`src/rtl/stack_ctrl.sv`:
```
// rtl/stack_ctrl.sv - operand-stack RAM sequencer with push/pop/peek and occupancy flags.
// Optional underflow/overflow guard enabled by defining STACK_CTRL_GUARD_EN.
module stack_ctrl #(
  parameter int DW = 8,
  parameter int AW = 5
) (
  input  logic          clk,
  input  logic          rst,
  input  logic          Push,
  input  logic          Pop,
  input  logic          tos,
  input  logic [DW-1:0] din,
  output logic [DW-1:0] dout,
  output logic          done,
  output logic          busy,
  output logic          empty,
  output logic          full,
  output logic [AW:0]   count,
  output logic          err,
  output logic [AW-1:0] ram_addr,
  output logic          ram_we,
  output logic [DW-1:0] ram_wdata,
  input  logic [DW-1:0] ram_rdata
);

`ifdef STACK_CTRL_GUARD_EN
  localparam bit GuardEn = 1'b1;
`else
  localparam bit GuardEn = 1'b0;
`endif

  typedef enum logic [1:0] {IDLE, WR, RD, CAP} state_t;

  state_t        state_q, state_d;
  logic [AW:0]   sp_q, sp_d;
  logic [DW-1:0] dout_q, dout_d;
  logic [DW-1:0] wdata_q, wdata_d;
  logic          done_q, done_d;
  logic          err_q, err_d;
  logic          pop_q, pop_d;
  logic [AW:0]   sp_m1;

  assign sp_m1 = sp_q - (AW+1)'(1);
  assign empty = (sp_q == '0);
  assign full  = (sp_q == (AW+1)'(1 << AW));

  always_comb begin
    state_d = state_q;
    sp_d    = sp_q;
    dout_d  = dout_q;
    wdata_d = wdata_q;
    done_d  = 1'b0;
    err_d   = err_q;
    pop_d   = pop_q;
    case (state_q)
      IDLE: begin
        if (Push) begin
          if (GuardEn && full) begin
            err_d  = 1'b1;
            done_d = 1'b1;
          end else begin
            state_d = WR;
            wdata_d = din;
          end
        end else if (Pop || tos) begin
          if (GuardEn && empty) begin
            err_d  = 1'b1;
            done_d = 1'b1;
          end else begin
            state_d = RD;
            pop_d   = Pop;
          end
        end
      end
      WR: begin
        sp_d    = sp_q + (AW+1)'(1);
        done_d  = 1'b1;
        state_d = IDLE;
      end
      RD: state_d = CAP;
      CAP: begin
        // ram_rdata reflects the address presented during RD
        dout_d  = ram_rdata;
        if (pop_q) sp_d = sp_m1;
        done_d  = 1'b1;
        state_d = IDLE;
      end
      default: state_d = IDLE;
    endcase
  end

  always_ff @(posedge clk or posedge rst) begin
    if (rst) begin
      state_q <= IDLE;
      sp_q    <= '0;
      dout_q  <= '0;
      wdata_q <= '0;
      done_q  <= 1'b0;
      err_q   <= 1'b0;
      pop_q   <= 1'b0;
    end else begin
      state_q <= state_d;
      sp_q    <= sp_d;
      dout_q  <= dout_d;
      wdata_q <= wdata_d;
      done_q  <= done_d;
      err_q   <= err_d;
      pop_q   <= pop_d;
    end
  end

  assign dout      = dout_q;
  assign done      = done_q;
  assign busy      = (state_q != IDLE);
  assign count     = sp_q;
  assign err       = err_q;
  assign ram_wdata = wdata_q;
  assign ram_we    = (state_q == WR) && !rst;
  assign ram_addr  = rst ? '0 : ((state_q == WR) ? sp_q[AW-1:0] : sp_m1[AW-1:0]);

endmodule

```
`config.mk`:
```
export PLATFORM = sky130hd
export DESIGN_NAME = stack_ctrl
export DESIGN_NICKNAME = d
export VERILOG_FILES = /design/src/rtl/stack_ctrl.sv
export SDC_FILE = /design/constraint.sdc
export NUM_CORES = 1
export LEC_CHECK = 0
export ABC_AREA = 1
export CORE_UTILIZATION = 45
export CTS_CLUSTER_DIAMETER = 120
export DETAILED_ROUTE_END_ITERATION = 10
export PLACE_DENSITY = 0.79
export RECOVER_POWER = 25
export REMOVE_ABC_BUFFERS = 1
export SLEW_MARGIN = 20
export SYNTH_ARGS = -nofsm -noshare
export SYNTH_HDL_FRONTEND = slang
export SYNTH_SLANG_ARGS = --single-unit
```
`constraint.sdc`:
```
create_clock -name clk -period 5.7 [get_ports clk]
set_input_delay 1.71 -clock clk [delete_from_list [all_inputs] [get_ports clk]]
set_output_delay 1.71 -clock clk [all_outputs]
set_load 0.1 [all_outputs]
```
# After elaboration in Yosys (flattened, before gate mapping)
# Index checks and enable logic that the tools add are counted.
# W data, S select, Z words.
[op_classes]
muxes = 8
reduce_logical = 11
bitwise_logic = 1
eq_ne = 6
addsub = 2
[ops]
columns = ["op", "n"]
rows = [
  ["$pmux W6 S2", 1],
  ["$mux W5", 2],
  ["$add A6 B1 Y6 const B", 1],
  ["$eq A6 B6 Y1 const B", 1],
  ["$logic_not A6 Y1", 1],
  ["$mux W6", 1],
  ["$pmux W2 S3", 1],
  ["$sub A6 B1 Y6 const B", 1],
  ["$eq A2 B2 Y1 const B", 2],
  ["$mux W2", 2],
  ["$reduce_and A2 Y1", 2],
  ["$reduce_bool A2 Y1", 2],
  ["$ne A3 B3 Y1 const B", 1],
  ["$reduce_and A3 Y1", 1],
  ["$eq A2 B1 Y1 const B", 1],
  ["$logic_not A2 Y1", 1],
  ["$ne A2 B2 Y1 const B", 1],
  ["$reduce_or A2 Y1", 1],
  ["$logic_and A1 B1 Y1", 1],
  ["$logic_not A1 Y1", 1],
  ["$logic_or A1 B1 Y1", 1],
  ["$mux W1", 1],
  ["$not A1 Y1", 1],
]
[totals]
output_inout_bits = 33
reg_bits = 26
elab_cells = 34
in_bits = 21

# Logic depth before layout (Yosys ltp)
[logic_depth]
depth_word = 4
mapped_depth = 9
ltp_nobuf = 8

# Worst setup path before layout
# No wires, ideal clock.
[synth_timing]
kind = "input to output"
from = "input port rst"
to = "output port ram_addr[2]"
arrival_ns = 4.231
path_slack_ns = -0.241
n_path_buf = 0
required_ns = 3.990
path_stages = 3
cell_sequence = "inv_1 o21ai_0 o22ai_1"
[synth_between]
elab_chain_len = 1
[synth_lines]
columns = ["element", "line", "source"]
rows = [
  ["from (decl)", "8", "input logic rst,"],
  ["$mux W5", "119", "assign ram_addr = rst ? '0 : ((state_q == WR) ? sp_q[AW-1:0] : sp_m1[AW-1:0]);"],
  ["to (decl)", "20", "output logic [AW-1:0] ram_addr,"],
]
# No other way between the ends.

# Worst setup path in the final report
[layout_timing]
from = "input port rst"
to = "output port ram_addr[0]"
# Same word-level chain as after synthesis.

==> summary.md <==
| Metric | Value |
|---|---|
| Status | completed |
| Synth warn | 0 |
| Flops & latches, synth | 26 |
| Layout Cells excl Fill | 236 |
| Number of buffers added on ports | 52 |
| Kind of critical path | in -> out |
| NumNets Final | 230 |
| Final setup viols | 0 |
| Most frequent cells in the layout | 51 x nand2_1, 36 x clkdlybuf4s50_1, 26 x dfrtp_1 |
| Delay-heaviest family, CP | buffers and inverters |
| Die area | 3130 um^2 |
| Post-synthesis instance area | 1310 um^2 |
| TritonCTS clock tree | yes |
| Hold-fix buffers, CTS | 0 |
| DRC | 0 |
| Drt via density | 5.18 |
| Core footprint | 2760 um^2 |
| Final Max Slew Viols | 0 |
| Initial core utilization | 47.5% |
| Placed Cells | 232 |
| Die extent in x | 56.0 um |
| Final Critical Period | 4960 ps |
| WP buf/inv | 3 |
| Max_cap viols | 0 |
| Register area share after synthesis | 49.7% |
| Post-synth top area share | 49.7% |
| TritonCTS Buffers | 3 |
| Highest routed metal layer | met4 |
| Final WL | 3.06 mm |
| Req. time, crit path | 3990 ps |
| Worst slew pin tran | 1190 ps |
| I/O pins | 54 |
| Largest net degree at the start of global routing | 24 |
| Final hold vios | 0 |
| DP HPWL | 2.33 mm |
| Slew HR | 21.0% |
| Row count | 19 |
| Mean post-synth cell area | 8.45 um^2 |
| Hold Crit Class | reg -> reg |
| CTS Buffer Depth | 2 |
| First-pass GRT wire length | 5.20 mm |
| Vias | 1,222 |
| Cell Chain, Critical Path | dlygate4sd3_1 -> inv_1 -> o21ai_0 -> mux2i_1 -> buf_12 |
| Delay of the slowest cell on the worst path | 530 ps |
| DRT iter0 DRCs | 32 |
| Reg clk slew, reported paths | 130 ps |
| GR Overflow Total | 0 |
| H-tree Lvls | 1 |
| Unrepaired setup endpoints after global routing | no |
| Die H | 56.0 um |
| Hold slack | 502 ps |
| Slowest CP cell | dlygate4sd3_1 |
| Yosys cell types | 22 |
| Sum Neg Setup Slack | 0 ps |
| Critical Path End Type | output pin |
| Max Clock Freq | 202 MHz |
| Vias in the first global route | 1,155 |
| WL met2 | 1.52 mm |
| DR WL met3 | 264 um |
| Skew-Pair Late Insertion Delay | 320 ps |
| Area delta synth->final | 48.4% |
| Resized cells post-CTS | 0 |
| CP Data Arrival Time | 3250 ps |
| Final Cycle Share | 87.0% |
| Routed Antenna Nets | 0 |
| Post-CTS Setup Bufs | 0 |
| Post-Synthesis Cells | 155 |
| Startpoint class of the critical path | primary input |
| Avg WL per Cell | 13.0 um |
| Clock Skew | 9.67 ps |
| Root Driver | clkbuf_4 |
| Top cells by area, synth | dfrtp_1 50%, nand2_1 15%, mux2_2 6.9% |
| CP Max Fanout | 6 |
| Share of layout cells above drive strength 1 | 9.76% |
| Clock Sinks | 26 |
| M1 wire length | 1.18 mm |
| Largest area contributor in the netlist | dfrtp_1 |
| GPL Wtd Cong | 0.866 |
| Antenna violations before repair | 0 |
| Total GRT Usage | 21.2% |
| Most common cell after layout, fill and taps aside | nand2_1 |
| Drt first pass iters | 4 |
| Diode count | 0 |
## routing by layer
layer / global-route usage [%] / vias up
met2: 36.8 / 57
met1: 23.9 / 568
li1: - / 587
met4: 9.41 / 0
met3: 6.51 / 10
met5: 0 / -
## final cells by class
class	instances	area [um^2]
clock buffer	3	22.5
clock inverter	1	30.0
fill	228	813
inverter	18	67.6
multi-input combinational	104	551
sequential	26	651
tap	31	38.8
timing repair buffer	53	584
## kinds of logic after synthesis
kind of cell,Yosys count,synth area share [%]
buffers and inverters,25,8.31
flip-flops,26,49.7
AND/OR/NAND/NOR,73,22.8
adder cells (fa/ha/maj),3,2.87
other,1,0.286
AO/OA/AOI/OAI,15,6.40
XOR/XNOR,3,2.01
multiplexers,9,7.64
## registers in the layout, summed over array words and instances (netlist names)
register,count
pop_q,1
count,6
ram_wdata,8
dout,8
state_q,2
done,1
## cell usage after synthesis
| library cell | n |
|---|---|
| nand2_1 | 51 |
| dfrtp_1 | 26 |
| inv_1 | 18 |
| nand3_1 | 10 |
| mux2_2 | 8 |
| nor2_1 | 6 |
| o21ai_0 | 6 |
| o22ai_1 | 5 |
| a21oi_1 | 3 |
| buf_2 | 3 |
| buf_4 | 3 |
| ha_1 | 3 |
| nand4_1 | 2 |
| nor3_1 | 2 |
| xnor2_1 | 2 |
| clkbuf_1 | 1 |
| conb_1 | 1 |
| mux2i_1 | 1 |
| nand2_2 | 1 |
| o21bai_1 | 1 |
| or2_2 | 1 |
| xor2_1 | 1 |
## metrics by stage
step           area, um^2  utilization [%]  setup WS (ps)
5_1_grt              1940             70.5            650
6_report             1940             70.5            743
2_1_floorplan        1270                -           -241
3_3_place_gp         1900             68.7            961
4_1_cts              1950             70.6            854
3_5_place_dp         1900             68.7            870
## worst paths after layout
| path | start | depth (start not counted) | end | slack [ps] |
|---|---|---|---|---|
| setup / recovery | rst | 5 | ram_addr[0] | 740 |
| hold / removal | state_q[0] | 0 | done | 500 |
| setup reg to reg | state_q[1] | 6 | count[4] | 3960 |
| hold reg to reg | state_q[0] | 0 | done | 500 |
| max in group asynchronous | rst | 3 | state_q[1] | 2650 |
| min in group asynchronous | rst | 2 | count[0] | 1720 |
Power is not shown: default switching activity piles up to over one toggle a cycle in this logic, so the estimate is an artifact.
